[src/rtl/mux_n1_scan_reg_pkg.sv]
// Shared FSM encodings and the clog2 helper for the registered N:1 scan mux.
package mux_n1_scan_reg_pkg;

  typedef enum logic {
    ST_MAN  = 1'b0,
    ST_SCAN = 1'b1
  } st_e;

  function automatic int clog2(input int n);
    int r;
    r = 0;
    for (int i = 0; i < 31; i++)
      if ((1 << i) < n) r = i + 1;
    return r;
  endfunction

endpackage

[src/rtl/mux_n1_scan_reg_if.sv]
// Channel bus of the scan mux; optional scan_hold exists only with MUX_SCAN_HOLD_EN.
interface mux_n1_scan_reg_if #(
  parameter int N  = 8,
  parameter int W  = 1,
  parameter int DW = 8
);
  localparam int SW = mux_n1_scan_reg_pkg::clog2(N);

  logic          en_n;
  logic          mode;
  logic [SW-1:0] sel;
  logic [DW-1:0] dwell;
  logic [N*W-1:0] din;
  logic [W-1:0]  dout;
  logic [SW-1:0] ch;
  logic          valid;
  logic          wrap;
`ifdef MUX_SCAN_HOLD_EN
  logic          scan_hold;
`endif

  modport master (
`ifdef MUX_SCAN_HOLD_EN
    output scan_hold,
`endif
    output en_n, mode, sel, dwell, din,
    input  dout, ch, valid, wrap
  );

  modport slave (
`ifdef MUX_SCAN_HOLD_EN
    input  scan_hold,
`endif
    input  en_n, mode, sel, dwell, din,
    output dout, ch, valid, wrap
  );

endinterface

[src/rtl/mux_n1_scan_reg_scan_ctr.sv]
// Dwell counter and channel-advance/wrap logic for the auto-scan sequencer.
module mux_n1_scan_reg_scan_ctr #(
  parameter int N  = 8,
  parameter int SW = 3,
  parameter int DW = 8
) (
  input  logic          clk,
  input  logic          rst,
  input  logic          clr,
  input  logic          hold,
  input  logic [DW-1:0] dwell,
  input  logic [SW-1:0] ch,
  output logic [SW-1:0] ch_scan,
  output logic          wrap_scan
);
  localparam logic [SW:0]   NL   = (SW+1)'(N);
  localparam logic [SW-1:0] LAST = SW'(N - 1);

  logic [DW-1:0] cnt;
  logic          bad_ch;
  logic          adv;

  assign bad_ch = ({1'b0, ch} >= NL);
  // >= rather than == so a dwell lowered under the running count advances at once
  assign adv    = (cnt >= dwell);

  always_comb begin
    ch_scan   = ch;
    wrap_scan = 1'b0;
    if (!hold) begin
      if (bad_ch) begin
        ch_scan = '0;
      end else if (adv) begin
        ch_scan   = (ch == LAST) ? '0 : ch + SW'(1);
        wrap_scan = (ch == LAST);
      end
    end
  end

  always_ff @(posedge clk) begin
    if (rst || clr)       cnt <= '0;
    else if (hold)        cnt <= cnt;
    else if (bad_ch || adv) cnt <= '0;
    else                  cnt <= cnt + DW'(1);
  end

endmodule

[src/rtl/mux_n1_scan_reg.sv]
// Registered N:1 mux with active-low enable and auto-scan mode.
// Build option: define MUX_SCAN_HOLD_EN to add the scan_hold freeze input.
module mux_n1_scan_reg
  import mux_n1_scan_reg_pkg::*;
#(
  parameter int N  = 8,
  parameter int W  = 1,
  parameter int DW = 8
) (
  input logic            clk,
  input logic            rst,
  mux_n1_scan_reg_if.slave bus
);
  localparam int          SW = clog2(N);
  localparam logic [SW:0] NL = (SW+1)'(N);

  st_e           st, st_nxt;
  logic [SW-1:0] ch_q, ch_nxt, ch_scan;
  logic [W-1:0]  dout_q, dout_nxt;
  logic          valid_q, wrap_q, wrap_scan, hold, scanning;

`ifdef MUX_SCAN_HOLD_EN
  assign hold = bus.scan_hold;
`else
  assign hold = 1'b0;
`endif

  // en_n freezes the state; otherwise the state simply follows mode
  assign st_nxt   = bus.en_n ? st : st_e'(bus.mode);
  assign scanning = !bus.en_n && (st_nxt == ST_SCAN);
  assign ch_nxt   = (st_nxt == ST_SCAN) ? ch_scan : bus.sel;

  mux_n1_scan_reg_scan_ctr #(.N(N), .SW(SW), .DW(DW)) u_ctr (
    .clk      (clk),
    .rst      (rst),
    .clr      (!scanning),
    .hold     (hold),
    .dwell    (bus.dwell),
    .ch       (ch_q),
    .ch_scan  (ch_scan),
    .wrap_scan(wrap_scan)
  );

  // Out-of-range indices match no channel, so dout_nxt masks to zero
  always_comb begin
    dout_nxt = '0;
    for (int k = 0; k < N; k++)
      if (ch_nxt == SW'(k)) dout_nxt = bus.din[k*W +: W];
  end

  always_ff @(posedge clk) begin
    if (rst) begin
      st      <= ST_MAN;
      ch_q    <= '0;
      dout_q  <= '0;
      valid_q <= 1'b0;
      wrap_q  <= 1'b0;
    end else if (bus.en_n) begin
      dout_q  <= '0;
      valid_q <= 1'b0;
      wrap_q  <= 1'b0;
    end else begin
      st      <= st_nxt;
      ch_q    <= ch_nxt;
      dout_q  <= dout_nxt;
      valid_q <= ({1'b0, ch_nxt} < NL);
      wrap_q  <= scanning && wrap_scan;
    end
  end

  assign bus.dout  = dout_q;
  assign bus.ch    = ch_q;
  assign bus.valid = valid_q;
  assign bus.wrap  = wrap_q;

endmodule

[src/flat_wrapper.sv]
// flat-port wrapper written by rule: the top's interface ports become plain ports
module mux_n1_scan_reg_flat import mux_n1_scan_reg_pkg::*;
#(
  parameter int N  = 8,
  parameter int W  = 1,
  parameter int DW = 8
)
  (clk, rst, bus_en_n, bus_mode, bus_sel, bus_dwell, bus_din, bus_dout, bus_ch, bus_valid, bus_wrap);
  mux_n1_scan_reg_if #(.N(N), .W(W), .DW(DW)) bus_i ();
  input logic clk;
  input logic rst;
  input wire logic [$bits(bus_i.en_n)-1:0] bus_en_n;
  input wire logic [$bits(bus_i.mode)-1:0] bus_mode;
  input wire logic [$bits(bus_i.sel)-1:0] bus_sel;
  input wire logic [$bits(bus_i.dwell)-1:0] bus_dwell;
  input wire logic [$bits(bus_i.din)-1:0] bus_din;
  output wire logic [$bits(bus_i.dout)-1:0] bus_dout;
  output wire logic [$bits(bus_i.ch)-1:0] bus_ch;
  output wire logic [$bits(bus_i.valid)-1:0] bus_valid;
  output wire logic [$bits(bus_i.wrap)-1:0] bus_wrap;
  assign bus_i.en_n = bus_en_n;
  assign bus_i.mode = bus_mode;
  assign bus_i.sel = bus_sel;
  assign bus_i.dwell = bus_dwell;
  assign bus_i.din = bus_din;
  assign bus_dout = bus_i.dout;
  assign bus_ch = bus_i.ch;
  assign bus_valid = bus_i.valid;
  assign bus_wrap = bus_i.wrap;
  mux_n1_scan_reg #(.N(N), .W(W), .DW(DW)) u_core (.clk(clk), .rst(rst), .bus(bus_i));
endmodule
[config.mk]
export PLATFORM = sky130hd
export DESIGN_NAME = mux_n1_scan_reg_flat
export DESIGN_NICKNAME = d
export VERILOG_FILES = /design/src/rtl/mux_n1_scan_reg_pkg.sv /design/src/rtl/mux_n1_scan_reg_if.sv /design/src/rtl/mux_n1_scan_reg_scan_ctr.sv /design/src/rtl/mux_n1_scan_reg.sv /design/src/flat_wrapper.sv
export SDC_FILE = /design/constraint.sdc
export NUM_CORES = 1
export LEC_CHECK = 0
export BUFFER_PORTS_ARGS = -buffer_cell sky130_fd_sc_hd__buf_2
export CAP_MARGIN = 5
export CORE_MARGIN = 2
export CORE_UTILIZATION = 51
export CTS_CLUSTER_DIAMETER = 30
export DETAILED_ROUTE_END_ITERATION = 10
export PLACE_DENSITY_LB_ADDON = 0.3
export SYNTH_ARGS = -nofsm -noshare
export SYNTH_HDL_FRONTEND = slang
export SYNTH_HIERARCHICAL = 1
export SYNTH_SLANG_ARGS = --single-unit
[constraint.sdc]
create_clock -name clk -period 2.9 [get_ports clk]
set_input_delay 0.145 -clock clk [delete_from_list [all_inputs] [get_ports clk]]
set_output_delay 0.145 -clock clk [all_outputs]
set_load 0.03 [all_outputs]
==> impl_metrics.env <==
export IMPL_outcome="completed"
export IMPL_crit_required_ps=3080
export IMPL_start_util_pct=53.8
export IMPL_p_per_area_nw_per_um2=330
export IMPL_nets=171
export IMPL_cp_arrival_ps=2790
export IMPL_seqPwrFrac_pct=52.4
export IMPL_layout_drive_gt1_share_pct=29.4
export IMPL_cts_root_buffer="clkbuf_4"
export IMPL_end_kind="register"
export IMPL_chipWidth_um=49.5
export IMPL_cts_made_buffers=3
export IMPL_grt_usage_pct=18.6
export IMPL_async_flop_share_pct=0
export IMPL_finalHoldViolCount=0
export IMPL_finalPower_uw=409
export IMPL_r2r_end="u_core/bus.dout"
export IMPL_fmax_mhz=383
export IMPL_fp_dieH_um=49.5
export IMPL_dieArea_um2=2450
export IMPL_cts_setup_buffers=0
export IMPL_syn_nets=141
export IMPL_avgRoutedWirePerCell_um=11.7
export IMPL_synth_avg_cell_area_um2=9.86
export IMPL_synth_seq_cells=15
export IMPL_grt_pass1_wl_mm=3.51
export IMPL_gp_congestion=0.745
export IMPL_synth_largest_area_cell="dfxtp_1"
export IMPL_crit_buf_inv=0
export IMPL_p_comb_share_pct=19.4
export IMPL_synth_ff_type="dfxtp_1"
export IMPL_grt_max_degree=11
export IMPL_clkSlewWorstSetupHoldPaths_ps=80
export IMPL_period_share_pct=89.9
export IMPL_worstPathMaxFanout=4
export IMPL_vias=840
export IMPL_ant_nets=0
export IMPL_seq_area_frac_synth_pct=28.5
export IMPL_yosys_area_top_type_share_pct=28.5
export IMPL_synth_edf_count=0
export IMPL_portBuffers=28
export IMPL_period_minus_slack_ps=2610
export IMPL_clock_sinks=15
export IMPL_fin_skew_ps=3.48
export IMPL_cts_hold_buf=0
export IMPL_drtPass1Iterations=3
export IMPL_dp_hpwl_mm=1.61
export IMPL_cts_resized=0
export IMPL_drv_cap=0
export IMPL_num_rows=16
export IMPL_worstSetupPathType="reg2reg"
export IMPL_postRouteWirelength_mm=1.91
export IMPL_area_delta_synth_final_pct=17.3
export IMPL_via_per_inst=5.15
export IMPL_worstSetupStartpoint="u_core/u_ctr/cnt[5]"
export IMPL_path_depth=8
export IMPL_yosysWarnings=6
export IMPL_globalRoute_totalOverflow=0
export IMPL_finalMaxSlewViolations=0
export IMPL_synth_cells=107
export IMPL_syn_cell_area_um2=1050
export IMPL_drc=0
export IMPL_endpoint="u_core/bus.dout"
export IMPL_antenna_cells=0
export IMPL_grt_pass1_vias=897
export IMPL_clkLatencyLatePin_ps=280
export IMPL_p_clk_share_pct=28.2
export IMPL_rsz0062_at_grt="no"
export IMPL_synth_common_cells="nor2_1 (21), dfxtp_1 (15), ha_1 (11)"
export IMPL_drtIter0Drc=4
export IMPL_crit_chain="ha_1 > and3_4 > a221oi_2 > o22a_4 > mux2_4 > mux4_1 > mux2i_1 > a2111oi_2"
export IMPL_fin_util_pct=63.1
export IMPL_cts_tree="yes"
export IMPL_swShare_pct=25.8
export IMPL_ys_top_cells_by_area="dfxtp_1 (28%), ha_1 (13%), mux4_1 (10%)"
export IMPL_yosysMostFrequentCell="nor2_1"
export IMPL_p_int_uw=303
export IMPL_p_switching_uw=105
export IMPL_max_stage_delay_ps=410
export IMPL_startpoint_type="register"
export IMPL_core_um2=1960
export IMPL_antenna_found_initial=0
export IMPL_htreeDepth=1
export IMPL_tns_ps=0
export IMPL_setup_viol=0
export IMPL_reg2reg_from="u_core/u_ctr/cnt[5]"
export IMPL_ys_types=30
export IMPL_hp_class="in2reg"
export IMPL_reg2regPathDepth=8
export IMPL_ioPinCount=29
export IMPL_critPathTopFamily="compound AO/OA/AOI/OAI gates"
export IMPL_peakVddDrop_uv=336
export IMPL_leakage_nw=0.583
export IMPL_rrSetupSlack_ps=290
export IMPL_clk_path_buf_depth=2
export IMPL_cp_slowest_cell="dfxtp_1"
-- power by group through the flow --
stage | Clock [mW] | Combinational (mW) | Sequential [mW]
after global routing | 0.135 | 0.0889 | 0.215
after global placement | 0 | 0.0777 | 0.219
after detailed placement | 0 | 0.0794 | 0.219
final | 0.115 | 0.0792 | 0.214
after floorplan | 0 | 0.0466 | 0.226
after CTS | 0.123 | 0.0799 | 0.214
-- layout make-up --
type                       instances  area (um2)
timing repair buffer              28         140
clock buffer                       4        26.3
multi-input combinational         80         703
inverter                           9        33.8
fill                             191         724
sequential                        15         300
tap                               27        33.8
-- cells by family (layout without fill, tap and decap cells) --
| family | count (synthesis) | count (layout) | synth area share, % |
|---|---|---|---|
| XOR/XNOR | 7 | 7 | 5.81 |
| AND/OR/NAND/NOR | 36 | 36 | 16.3 |
| adder cells (fa/ha/maj) | 11 | 11 | 13.0 |
| multiplexers | 13 | 13 | 19.9 |
| flip-flops | 15 | 15 | 28.5 |
| buffers and inverters | 12 | 41 | 4.86 |
| other | 1 | 1 | 0.356 |
| AO/OA/AOI/OAI | 12 | 12 | 11.3 |
-- metal layers --
layer / GRT usage [%] / part of all wire [%] / vias to the layer above
met5: 0 / 0 / -
met4: 9.26 / 2.6 / 0
met3: 4.85 / 4.1 / 6
met2: 32.9 / 50 / 19
met1: 20.6 / 43 / 379
li1: - / - / 436
-- how the worst min path moves through the flow --
stage | from | to | cells after the start
finish | rst | u_core/bus.valid | 2
CTS | rst | u_core/bus.valid | 2
global placement | rst | u_core/bus.valid | 2
detailed placement | rst | u_core/bus.valid | 2
global route | rst | u_core/bus.valid | 2
floorplan | rst | u_core/bus.valid | 1
-- through the flow --
step	std cells	worst slack, ps	hold slack, ps	instance area, um2
finish	163	292	147	1240
global route	163	117	142	1240
CTS	163	276	136	1240
detailed placement	159	301	436	1210
global placement	159	380	431	1210
floorplan	107	438	212	1050
-- state kept, by name (all words and copies together), names as in the netlist --
name and count:
u_core/u_ctr/cnt 8, u_core/bus.valid 1, u_core/bus.wrap 1, u_core/st 1, u_core/bus.dout 1, u_core/bus.ch 3
-- placed cells by master (no fill, tap or decap) --
master,synthesis,layout
buf_2,2,28
conb_1,1,1
o221ai_2,1,1
nor2_1,21,21
mux4_1,4,4
mux2i_1,6,6
clkbuf_1,0,1
clkbuf_4,0,3
o21a_1,1,1
o2111ai_2,1,1
nand2b_1,2,2
mux2_4,3,3
xnor2_1,4,4
a221oi_2,1,1
inv_1,9,9
xor2_1,3,3
o22ai_1,1,1
nand4b_1,1,1
dfxtp_1,15,15
nor2b_1,2,2
nand2_1,4,4
o22a_4,1,1
o21ai_0,1,1
nor3b_1,2,2
a21o_1,1,1
nand4_1,2,2
nor3_1,1,1
and3_4,1,1
ha_1,11,11
a2111oi_2,1,1
a21oi_1,3,3
No activity file was read; power rests on OpenSTA's default activity.
